## config.mk

```make
export PLATFORM = sky130hd
export DESIGN_NAME = fx2_ep2_reader_flat
export DESIGN_NICKNAME = d
export VERILOG_FILES = /design/src/rtl/fx2_pkg.sv /design/src/rtl/fx2_ep2_reader_if.sv /design/src/rtl/fx2_frame_parser.sv /design/src/rtl/fx2_ep2_reader.sv /design/src/flat_wrapper.sv
export SDC_FILE = /design/constraint.sdc
export NUM_CORES = 1
export LEC_CHECK = 0
export CORE_ASPECT_RATIO = 0.75
export CORE_MARGIN = 2
export CORE_UTILIZATION = 57
export DETAILED_ROUTE_END_ITERATION = 10
export MAX_ROUTING_LAYER = met4
export PLACE_DENSITY = 0.85
export SLEW_MARGIN = 10
export SYNTH_ARGS = -nofsm -noshare
export SYNTH_HDL_FRONTEND = slang
export SYNTH_SLANG_ARGS = --single-unit
```

## constraint.sdc

```tcl
create_clock -name IFCLK -period 4.6 [get_ports IFCLK]
set_input_delay 1.15 -clock IFCLK [delete_from_list [all_inputs] [get_ports IFCLK]]
set_output_delay 1.15 -clock IFCLK [all_outputs]
set_load 0.05 [all_outputs]
```

## src/rtl/fx2_pkg.sv

```systemverilog
// Shared constants and state encodings for the FX2 slave-FIFO link blocks.
package fx2_pkg;

   localparam logic [1:0]  EP2          = 2'b00;
   localparam logic [1:0]  EP6          = 2'b10;
   localparam logic [15:0] SYNC_DEFAULT = 16'h7F7F;

   typedef enum logic [2:0] {
      B_IDLE,
      B_REQ,
      B_OE,
      B_READ,
      B_GAP,
      B_REL
   } bus_state_t;

   typedef enum logic [1:0] {
      P_HUNT,
      P_I,
      P_Q
   } parse_state_t;

endpackage

```

## src/rtl/fx2_ep2_reader_if.sv

```systemverilog
// FX2 EP2 pin bundle plus the I/Q output stream of the reader.
interface fx2_ep2_reader_if;
   logic        FLAGA;
   logic [15:0] FD_IN;
   logic        SLRD;
   logic        SLOE;
   logic [1:0]  FIFO_ADR;
   logic        bus_req;
   logic        bus_gnt;
   logic [15:0] i_data;
   logic [15:0] q_data;
   logic        iq_valid;
   logic        iq_ready;
   logic        sync_err;
   logic [15:0] frame_cnt;

   modport master (
      input  FLAGA, FD_IN, bus_gnt, iq_ready,
      output SLRD, SLOE, FIFO_ADR, bus_req, i_data, q_data, iq_valid, sync_err, frame_cnt
   );

   modport slave (
      output FLAGA, FD_IN, bus_gnt, iq_ready,
      input  SLRD, SLOE, FIFO_ADR, bus_req, i_data, q_data, iq_valid, sync_err, frame_cnt
   );
endinterface

```

## src/rtl/fx2_frame_parser.sv

```systemverilog
// Frame parser: SYNC hunt, I/Q pairing, registered pair output and frame counter.
//   state  | meaning
//   P_HUNT | discard words until SYNC
//   P_I    | next word is an I sample
//   P_Q    | next word is a Q sample; completes a pair
module fx2_frame_parser
   import fx2_pkg::*;
#(
   parameter logic [15:0] SYNC    = SYNC_DEFAULT,
   parameter int          N_PAIRS = 8
) (
   input  logic        clk,
   input  logic        reset_n,
   input  logic [15:0] word,
   input  logic        word_vld,
   input  logic        iq_ready,
   output logic [15:0] i_data,
   output logic [15:0] q_data,
   output logic        iq_valid,
   output logic        sync_err,
   output logic [15:0] frame_cnt,
   output logic        want_q
);

   localparam logic [7:0] LAST_PAIR = 8'(N_PAIRS - 1);

   parse_state_t state, state_nxt;
   logic [7:0]   pair_cnt;
   logic [15:0]  i_hold;
   logic         load;
   logic         serr_nxt;

   // Role of the next word to be fetched, looking past a word still waiting here.
   assign want_q = word_vld ? (state == P_I) : (state == P_Q);

   always_comb begin
      state_nxt = state;
      load      = 1'b0;
      serr_nxt  = 1'b0;
      if (word_vld) begin
         unique case (state)
            P_HUNT: begin
               if (word == SYNC) state_nxt = P_I;
               else              serr_nxt  = 1'b1;
            end
            P_I: state_nxt = P_Q;
            P_Q: begin
               load      = 1'b1;
               state_nxt = (pair_cnt == LAST_PAIR) ? P_HUNT : P_I;
            end
            default: state_nxt = P_HUNT;
         endcase
      end
   end

   always_ff @(posedge clk) begin
      if (!reset_n) begin
         state     <= P_HUNT;
         pair_cnt  <= '0;
         i_hold    <= '0;
         i_data    <= '0;
         q_data    <= '0;
         iq_valid  <= 1'b0;
         sync_err  <= 1'b0;
         frame_cnt <= '0;
      end else begin
         state    <= state_nxt;
         sync_err <= serr_nxt;
         if (word_vld && state == P_HUNT) pair_cnt <= '0;
         if (word_vld && state == P_I)    i_hold   <= word;
         if (load) begin
            i_data   <= i_hold;
            q_data   <= word;
            iq_valid <= 1'b1;
            pair_cnt <= pair_cnt + 8'd1;
            if (state_nxt == P_HUNT) frame_cnt <= frame_cnt + 16'd1;
         end else if (iq_ready) begin
            iq_valid <= 1'b0;
         end
      end
   end

endmodule

```

## src/rtl/fx2_ep2_reader.sv

```systemverilog
// Host-to-FPGA EP2 reader: arbitrates for the FX2 bus, strobes SLRD and feeds the frame parser.
//   state  | meaning
//   B_IDLE | waiting for data and an output slot
//   B_REQ  | bus_req high, waiting for bus_gnt
//   B_OE   | SLOE low, FX2 data setup
//   B_READ | SLRD low, word captured at end of cycle
//   B_GAP  | SLRD high, absorbs flag latency, decides next read
//   B_REL  | drop SLOE and bus_req, clear burst count
module fx2_ep2_reader
   import fx2_pkg::*;
#(
   parameter logic [15:0] SYNC    = SYNC_DEFAULT,
   parameter int          N_PAIRS = 8,
   parameter int          BURST   = 16
) (
   input  logic                 IFCLK,
   input  logic                 reset_n,
   fx2_ep2_reader_if.master     bus
);

   localparam logic [7:0] BURST_MAX = 8'(BURST);

   bus_state_t  state, state_nxt;
   logic [7:0]  burst_cnt;
   logic [15:0] word;
   logic        word_vld;
   logic        slrd, sloe, req;
   logic        can_take, want_q, go;
   logic [15:0] i_data, q_data, frame_cnt;
   logic        iq_valid, sync_err;

   // A Q word is only fetched when its pair is guaranteed an output slot.
   assign can_take = !want_q || !iq_valid || bus.iq_ready;
   assign go       = bus.FLAGA && can_take && bus.bus_gnt;

   always_comb begin
      state_nxt = state;
      unique case (state)
         B_IDLE:  if (bus.FLAGA && can_take) state_nxt = B_REQ;
         B_REQ:   if (bus.bus_gnt) state_nxt = B_OE;
         B_OE:    state_nxt = go ? B_READ : B_REL;
         B_READ:  state_nxt = B_GAP;
         B_GAP:   state_nxt = (go && burst_cnt < BURST_MAX) ? B_READ : B_REL;
         B_REL:   state_nxt = B_IDLE;
         default: state_nxt = B_IDLE;
      endcase
   end

   always_ff @(posedge IFCLK) begin
      if (!reset_n) begin
         state     <= B_IDLE;
         slrd      <= 1'b1;
         sloe      <= 1'b1;
         req       <= 1'b0;
         burst_cnt <= '0;
         word      <= '0;
         word_vld  <= 1'b0;
      end else begin
         state    <= state_nxt;
         slrd     <= (state_nxt != B_READ);
         sloe     <= !(state_nxt inside {B_OE, B_READ, B_GAP});
         req      <= (state_nxt inside {B_REQ, B_OE, B_READ, B_GAP});
         word_vld <= (state == B_READ);
         if (state == B_READ) begin
            word      <= bus.FD_IN;
            burst_cnt <= burst_cnt + 8'd1;
         end else if (state == B_REL) begin
            burst_cnt <= '0;
         end
      end
   end

   fx2_frame_parser #(
      .SYNC    (SYNC),
      .N_PAIRS (N_PAIRS)
   ) u_parser (
      .clk       (IFCLK),
      .reset_n   (reset_n),
      .word      (word),
      .word_vld  (word_vld),
      .iq_ready  (bus.iq_ready),
      .i_data    (i_data),
      .q_data    (q_data),
      .iq_valid  (iq_valid),
      .sync_err  (sync_err),
      .frame_cnt (frame_cnt),
      .want_q    (want_q)
   );

   assign bus.SLRD      = slrd;
   assign bus.SLOE      = sloe;
   assign bus.bus_req   = req;
   assign bus.FIFO_ADR  = EP2;
   assign bus.i_data    = i_data;
   assign bus.q_data    = q_data;
   assign bus.iq_valid  = iq_valid;
   assign bus.sync_err  = sync_err;
   assign bus.frame_cnt = frame_cnt;

endmodule

```

## src/flat_wrapper.sv

```systemverilog
// flat-port wrapper written by rule: the top's interface ports become plain ports
module fx2_ep2_reader_flat import fx2_pkg::*;
#(
   parameter logic [15:0] SYNC    = SYNC_DEFAULT,
   parameter int          N_PAIRS = 8,
   parameter int          BURST   = 16
)
  (IFCLK, reset_n, bus_FLAGA, bus_FD_IN, bus_bus_gnt, bus_iq_ready, bus_SLRD, bus_SLOE, bus_FIFO_ADR, bus_bus_req, bus_i_data, bus_q_data, bus_iq_valid, bus_sync_err, bus_frame_cnt);
  fx2_ep2_reader_if bus_i ();
  input  logic IFCLK;
  input  logic reset_n;
  input wire logic [$bits(bus_i.FLAGA)-1:0] bus_FLAGA;
  input wire logic [$bits(bus_i.FD_IN)-1:0] bus_FD_IN;
  input wire logic [$bits(bus_i.bus_gnt)-1:0] bus_bus_gnt;
  input wire logic [$bits(bus_i.iq_ready)-1:0] bus_iq_ready;
  output wire logic [$bits(bus_i.SLRD)-1:0] bus_SLRD;
  output wire logic [$bits(bus_i.SLOE)-1:0] bus_SLOE;
  output wire logic [$bits(bus_i.FIFO_ADR)-1:0] bus_FIFO_ADR;
  output wire logic [$bits(bus_i.bus_req)-1:0] bus_bus_req;
  output wire logic [$bits(bus_i.i_data)-1:0] bus_i_data;
  output wire logic [$bits(bus_i.q_data)-1:0] bus_q_data;
  output wire logic [$bits(bus_i.iq_valid)-1:0] bus_iq_valid;
  output wire logic [$bits(bus_i.sync_err)-1:0] bus_sync_err;
  output wire logic [$bits(bus_i.frame_cnt)-1:0] bus_frame_cnt;
  assign bus_i.FLAGA = bus_FLAGA;
  assign bus_i.FD_IN = bus_FD_IN;
  assign bus_i.bus_gnt = bus_bus_gnt;
  assign bus_i.iq_ready = bus_iq_ready;
  assign bus_SLRD = bus_i.SLRD;
  assign bus_SLOE = bus_i.SLOE;
  assign bus_FIFO_ADR = bus_i.FIFO_ADR;
  assign bus_bus_req = bus_i.bus_req;
  assign bus_i_data = bus_i.i_data;
  assign bus_q_data = bus_i.q_data;
  assign bus_iq_valid = bus_i.iq_valid;
  assign bus_sync_err = bus_i.sync_err;
  assign bus_frame_cnt = bus_i.frame_cnt;
  fx2_ep2_reader #(.SYNC(SYNC), .N_PAIRS(N_PAIRS), .BURST(BURST)) u_core (.IFCLK(IFCLK), .reset_n(reset_n), .bus(bus_i));
endmodule
```

==> results.md <==
- The critical path's top delay family is buffers and inverters.
- Counting every instance in the synthesized netlist gives ~530.
- Among all stages on the critical path, the largest delay is contributed by sky130_fd_sc_hd__clkdlybuf4s50_1.
- The register bit count reported by yosys is 107.
- The HPWL after detailed placement is 7.06 mm.
- The total DRC errors in the routed layout is 0.
- Measured against its own limit, the worst slew margin works out to between 30% and 40%.
- TritonCTS built the clock tree.
- Once detail routing completed, the nets flagged for antenna violations numbered 0.
- Setup total negative slack on the finished layout was measured at 0 ns.
- After clock tree synthesis, the clock-pin slew on the worst setup and hold paths is 0.09 ns.
- For this run, the detailed router's first-pass iteration total came to 4.
- The routed via count is approximately 3.8k.
- In this run the critical register-to-register path is launched from u_core.state[1]$_SDFF_PN0_.
- The largest buffer count on any clock path is 2.
- The tool flagged a number of max-cap violations equal to 0.
- The initial antenna violation count is 0.
- The measured slew at the worst slew-check pin is between 0.9 and 1 ns.
- Of the total power, registers draw a little under three fifths.
- The cell-internal power is about 1300 uW.
- The post-CTS setup buffer count is 0.
- The last weighted congestion value of the routability-driven placer is a little under 0.9.
- The kind of start point of the critical path is a register.
- The category of the critical setup timing path is reg -> out.
- In the layout the commonest cells are sky130_fd_sc_hd__nand2_1, sky130_fd_sc_hd__dfxtp_1, sky130_fd_sc_hd__clkdlybuf4s50_1.
- Clock tree synthesis selected as its root buffer the cell sky130_fd_sc_hd__clkbuf_8.
- Leaving out fill and tap cells, the most frequent cell in the layout is sky130_fd_sc_hd__nand2_1.
- During placement, the flow inserted port buffers numbering 73.
- Of the total power, the share spent switching nets is approximately a fifth.
- The TritonCTS buffer count is 9.
- The period utilization is approximately three fifths.
- The worst hold path terminates at u_core.u_parser.i_data[9]$_SDFFE_PN0P_.
- Summed over all nets, the switching power comes to 354 uW.
- The DRC marker count from the first detailed-route iteration is 230.
- The number of failing hold endpoints at the final stage is 0.
- The run finished with clean final reports.
- The number of antenna diodes in the final layout is 0.
- The highest achievable clock rate is around 350 MHz.
- Entering global routing, the biggest net connects 64 pins.
- The starting density of the core is 60.0%.
- After synthesis, the share of flip-flops with an asynchronous set or reset is 0%.
- The worst setup path is captured at an output pin.
- The via count of the first global-routing pass is around 3.5k.
- The yosys synthesis warning count is 0.
- The clock network burns 39.6% of the power.
- Setup violations remaining at the end of the flow were counted as 0.
- STA puts the critical path data required time at between 3 and 4 ns.
- For this design the static power due to leakage is ~0.0019 uW.
- In this run the number of H-tree levels came out at 3.
- The critical path goes through clkdlybuf4s50_1.
- The post-route netlist has 4.76% of its cells at a drive strength greater than 1.
- between 70 and 80 I/O pins were placed.
- The total power per unit cell area is ~310 nW/um^2.
- Dividing the detail-routed wire length by the instance count gives ~15 um.
- In this run the critical register-to-register path is captured at u_core.burst_cnt[6]$_SDFFE_PN0P_.
- Ranked by total cell area, the synthesized netlist is headed by sky130_fd_sc_hd__dfxtp_1, sky130_fd_sc_hd__nand2_1, sky130_fd_sc_hd__a21boi_0.
- The first global-routing pass estimated between 15 and 20 mm of wire.
- The combinational cell fraction of total power is about 4.3%.
- The post-synthesis instance area is about 4500 um^2.
- The clock insertion delay at the later pin of the skew report is about 0.38 ns.
- The die outline height is 80.8 um.
- Dividing the detail-routed via count by the number of cells gives roughly 5.5.
- The total global-route track usage is about 26%.
- Clock skew on the completed layout was measured at 0.0116 ns.
- The area growth from synthesis to layout is 21.9%.
- In this run the horizontal extent of the chip is roughly 110 um.
- The number of cells on the worst reg-to-reg path is 5.
- The post-cts hold buffer count is 0.
- The worst-path maximum fanout is 6.
- The count of cells along the worst hold path is 2.
- After layout, the minimum clock period comes to 2.82 ns.
- The number of standard-cell rows in the floorplan is 27.
- The final count of pins violating max slew is 0.
- The netlist uses 46 different library cells.
- The floorplan step defined a die boundary enclosing around 8600 um^2.
- The mean instance size in the synthesized netlist is 8.47 um^2.
- Across all hold checks on the routed design, the worst slack comes to 0.466 ns.
- For flop-to-flop paths, the worst setup slack is approximately 2.4 ns.
- The number of nets in the layout is 607.
- The worst hold path begins at u_core.u_parser.i_data[9]$_SDFFE_PN0P_.
- After synthesis, the largest area contributor takes up approximately 48% of total cell area.
- Across the VDD grid, the largest voltage drop is about 200 uV.
- The number of buffers and inverters on the critical path is 1.
- The area of the core is between 7000 and 8000 um^2.
- The count of flip-flops with a built-in enable after synthesis is 0.
- The number of cells upsized or downsized after cts is 0.
- The largest total area in the synthesized netlist belongs to sky130_fd_sc_hd__dfxtp_1.
- Global routing finished with a remaining overflow of 0.
- Setup repair after global routing left no endpoint under its margin.
- The portion of the post-synthesis area used by sequential elements is roughly 48%.
- Wires add up to between 10 and 15 mm.
- The most used flip-flop cell after synthesis is sky130_fd_sc_hd__dfxtp_1.
- The classification of the worst-slack hold path is reg -> reg.
- The clock sink count is approximately 110.
- In this design, the stage delay of the slowest critical-path cell is about 0.86 ns.
- For the worst setup path, the data arrival time is 1.67 ns.
-- per-stage QoR --
step           setup WS [ns]  total power, uW  util [%]  instances  instance area (um^2)
6_report                1.78             1670      73.1        689                  5460
5_1_grt                 1.72             1720      73.1        689                  5460
4_1_cts                 1.77             1680      73.1        689                  5460
3_5_place_dp            1.86             1030      70.0        673                  5220
3_3_place_gp            1.94             1030      70.0        673                  5220
2_1_floorplan           2.45             1000         -        530                  4480
-- state kept, by name (all words and copies together) (netlist names) --
register                   cells
u_core.u_parser.i_hold        16
u_core.u_parser.pair_cnt       8
u_core.word                   16
u_core.u_parser.iq_valid       1
u_core.u_parser.i_data        16
u_core.u_parser.state          2
u_core.bus.SLRD                1
u_core.state                   3
u_core.bus.bus_req             1
u_core.bus.SLOE                1
u_core.burst_cnt               8
u_core.word_vld                1
u_core.u_parser.frame_cnt     16
u_core.u_parser.sync_err       1
u_core.u_parser.q_data        16
-- area by class of cell --
| cell class | instances | area [um^2] |
|---|---|---|
| Inverter | 4 | 15.0 |
| Timing Repair Buffer | 76 | 748 |
| Multi-Input combinational cell | 385 | 2190 |
| Tap cell | 101 | 126 |
| Clock inverter | 3 | 68.8 |
| Clock buffer | 13 | 169 |
| Sequential cell | 107 | 2140 |
| Fill cell | 563 | 2010 |
-- how the worst max path moves through the flow --
| stage | start | endpoint | slack [ns] | depth (start not counted) |
|---|---|---|---|---|
| after floorplan | reset_n | u_core.bus.SLRD$_SDFF_PN1_ | 2.45 | 4 |
| after global placement | reset_n | u_core.u_parser.sync_err$_SDFF_PN0_ | 1.94 | 3 |
| after detailed placement | reset_n | u_core.u_parser.sync_err$_SDFF_PN0_ | 1.86 | 3 |
| after CTS | u_core.u_parser.frame_cnt[3]$_SDFFE_PN0P_ | bus_frame_cnt[3] | 1.77 | 1 |
| after global routing | u_core.u_parser.frame_cnt[3]$_SDFFE_PN0P_ | bus_frame_cnt[3] | 1.72 | 1 |
| final | u_core.u_parser.frame_cnt[3]$_SDFFE_PN0P_ | bus_frame_cnt[3] | 1.78 | 1 |
-- cells in the mapped netlist (4+ instances only) --
master,number
sky130_fd_sc_hd__a21boi_0,66
sky130_fd_sc_hd__a21oi_1,5
sky130_fd_sc_hd__and2_1,21
sky130_fd_sc_hd__and3_1,7
sky130_fd_sc_hd__clkbuf_1,29
sky130_fd_sc_hd__dfxtp_1,107
sky130_fd_sc_hd__inv_1,4
sky130_fd_sc_hd__mux2i_1,4
sky130_fd_sc_hd__nand2_1,154
sky130_fd_sc_hd__nand3_1,15
sky130_fd_sc_hd__nand3b_1,4
sky130_fd_sc_hd__nand4_1,10
sky130_fd_sc_hd__nor2_1,14
sky130_fd_sc_hd__nor2b_1,13
sky130_fd_sc_hd__nor3_1,4
sky130_fd_sc_hd__o21a_1,6
sky130_fd_sc_hd__o21ai_0,12
sky130_fd_sc_hd__xnor2_1,14
-- routing by layer --
layer | global-route usage [%] | wire, um | part of all wire [%]
met3 | 5.06 | 574 | 5.7
met2 | 40.4 | 4710 | 47
met5 | - | 0 | 0
met1 | 33.0 | 4630 | 46
met4 | 9.74 | 204 | 2.0
-- kinds of logic (layout without fill, tap and decap cells) --
| family | after synthesis | count (layout) | share of synthesized area, % |
|---|---|---|---|
| AO/OA/AOI/OAI | 100 | 100 | 15.9 |
| adder cells (fa/ha/maj) | 3 | 3 | 0.838 |
| other | 1 | 2 | 0.0837 |
| multiplexers | 5 | 5 | 1.15 |
| flip-flops | 107 | 107 | 47.8 |
| AND/OR/NAND/NOR | 261 | 261 | 28.1 |
| XOR/XNOR | 14 | 14 | 2.74 |
| buffers and inverters | 38 | 96 | 3.41 |
-- power by group through the flow --
stage               logic [uW]  registers, uW  clock network (uW)
detailed placement        71.5            960                   0
global placement          70.2            959                   0
floorplan                 43.9            961                   0
finish                    72.5            938                 662
global route              78.0            940                 706
CTS                       72.4            938                 665
No activity file was read; power rests on OpenSTA's default activity.
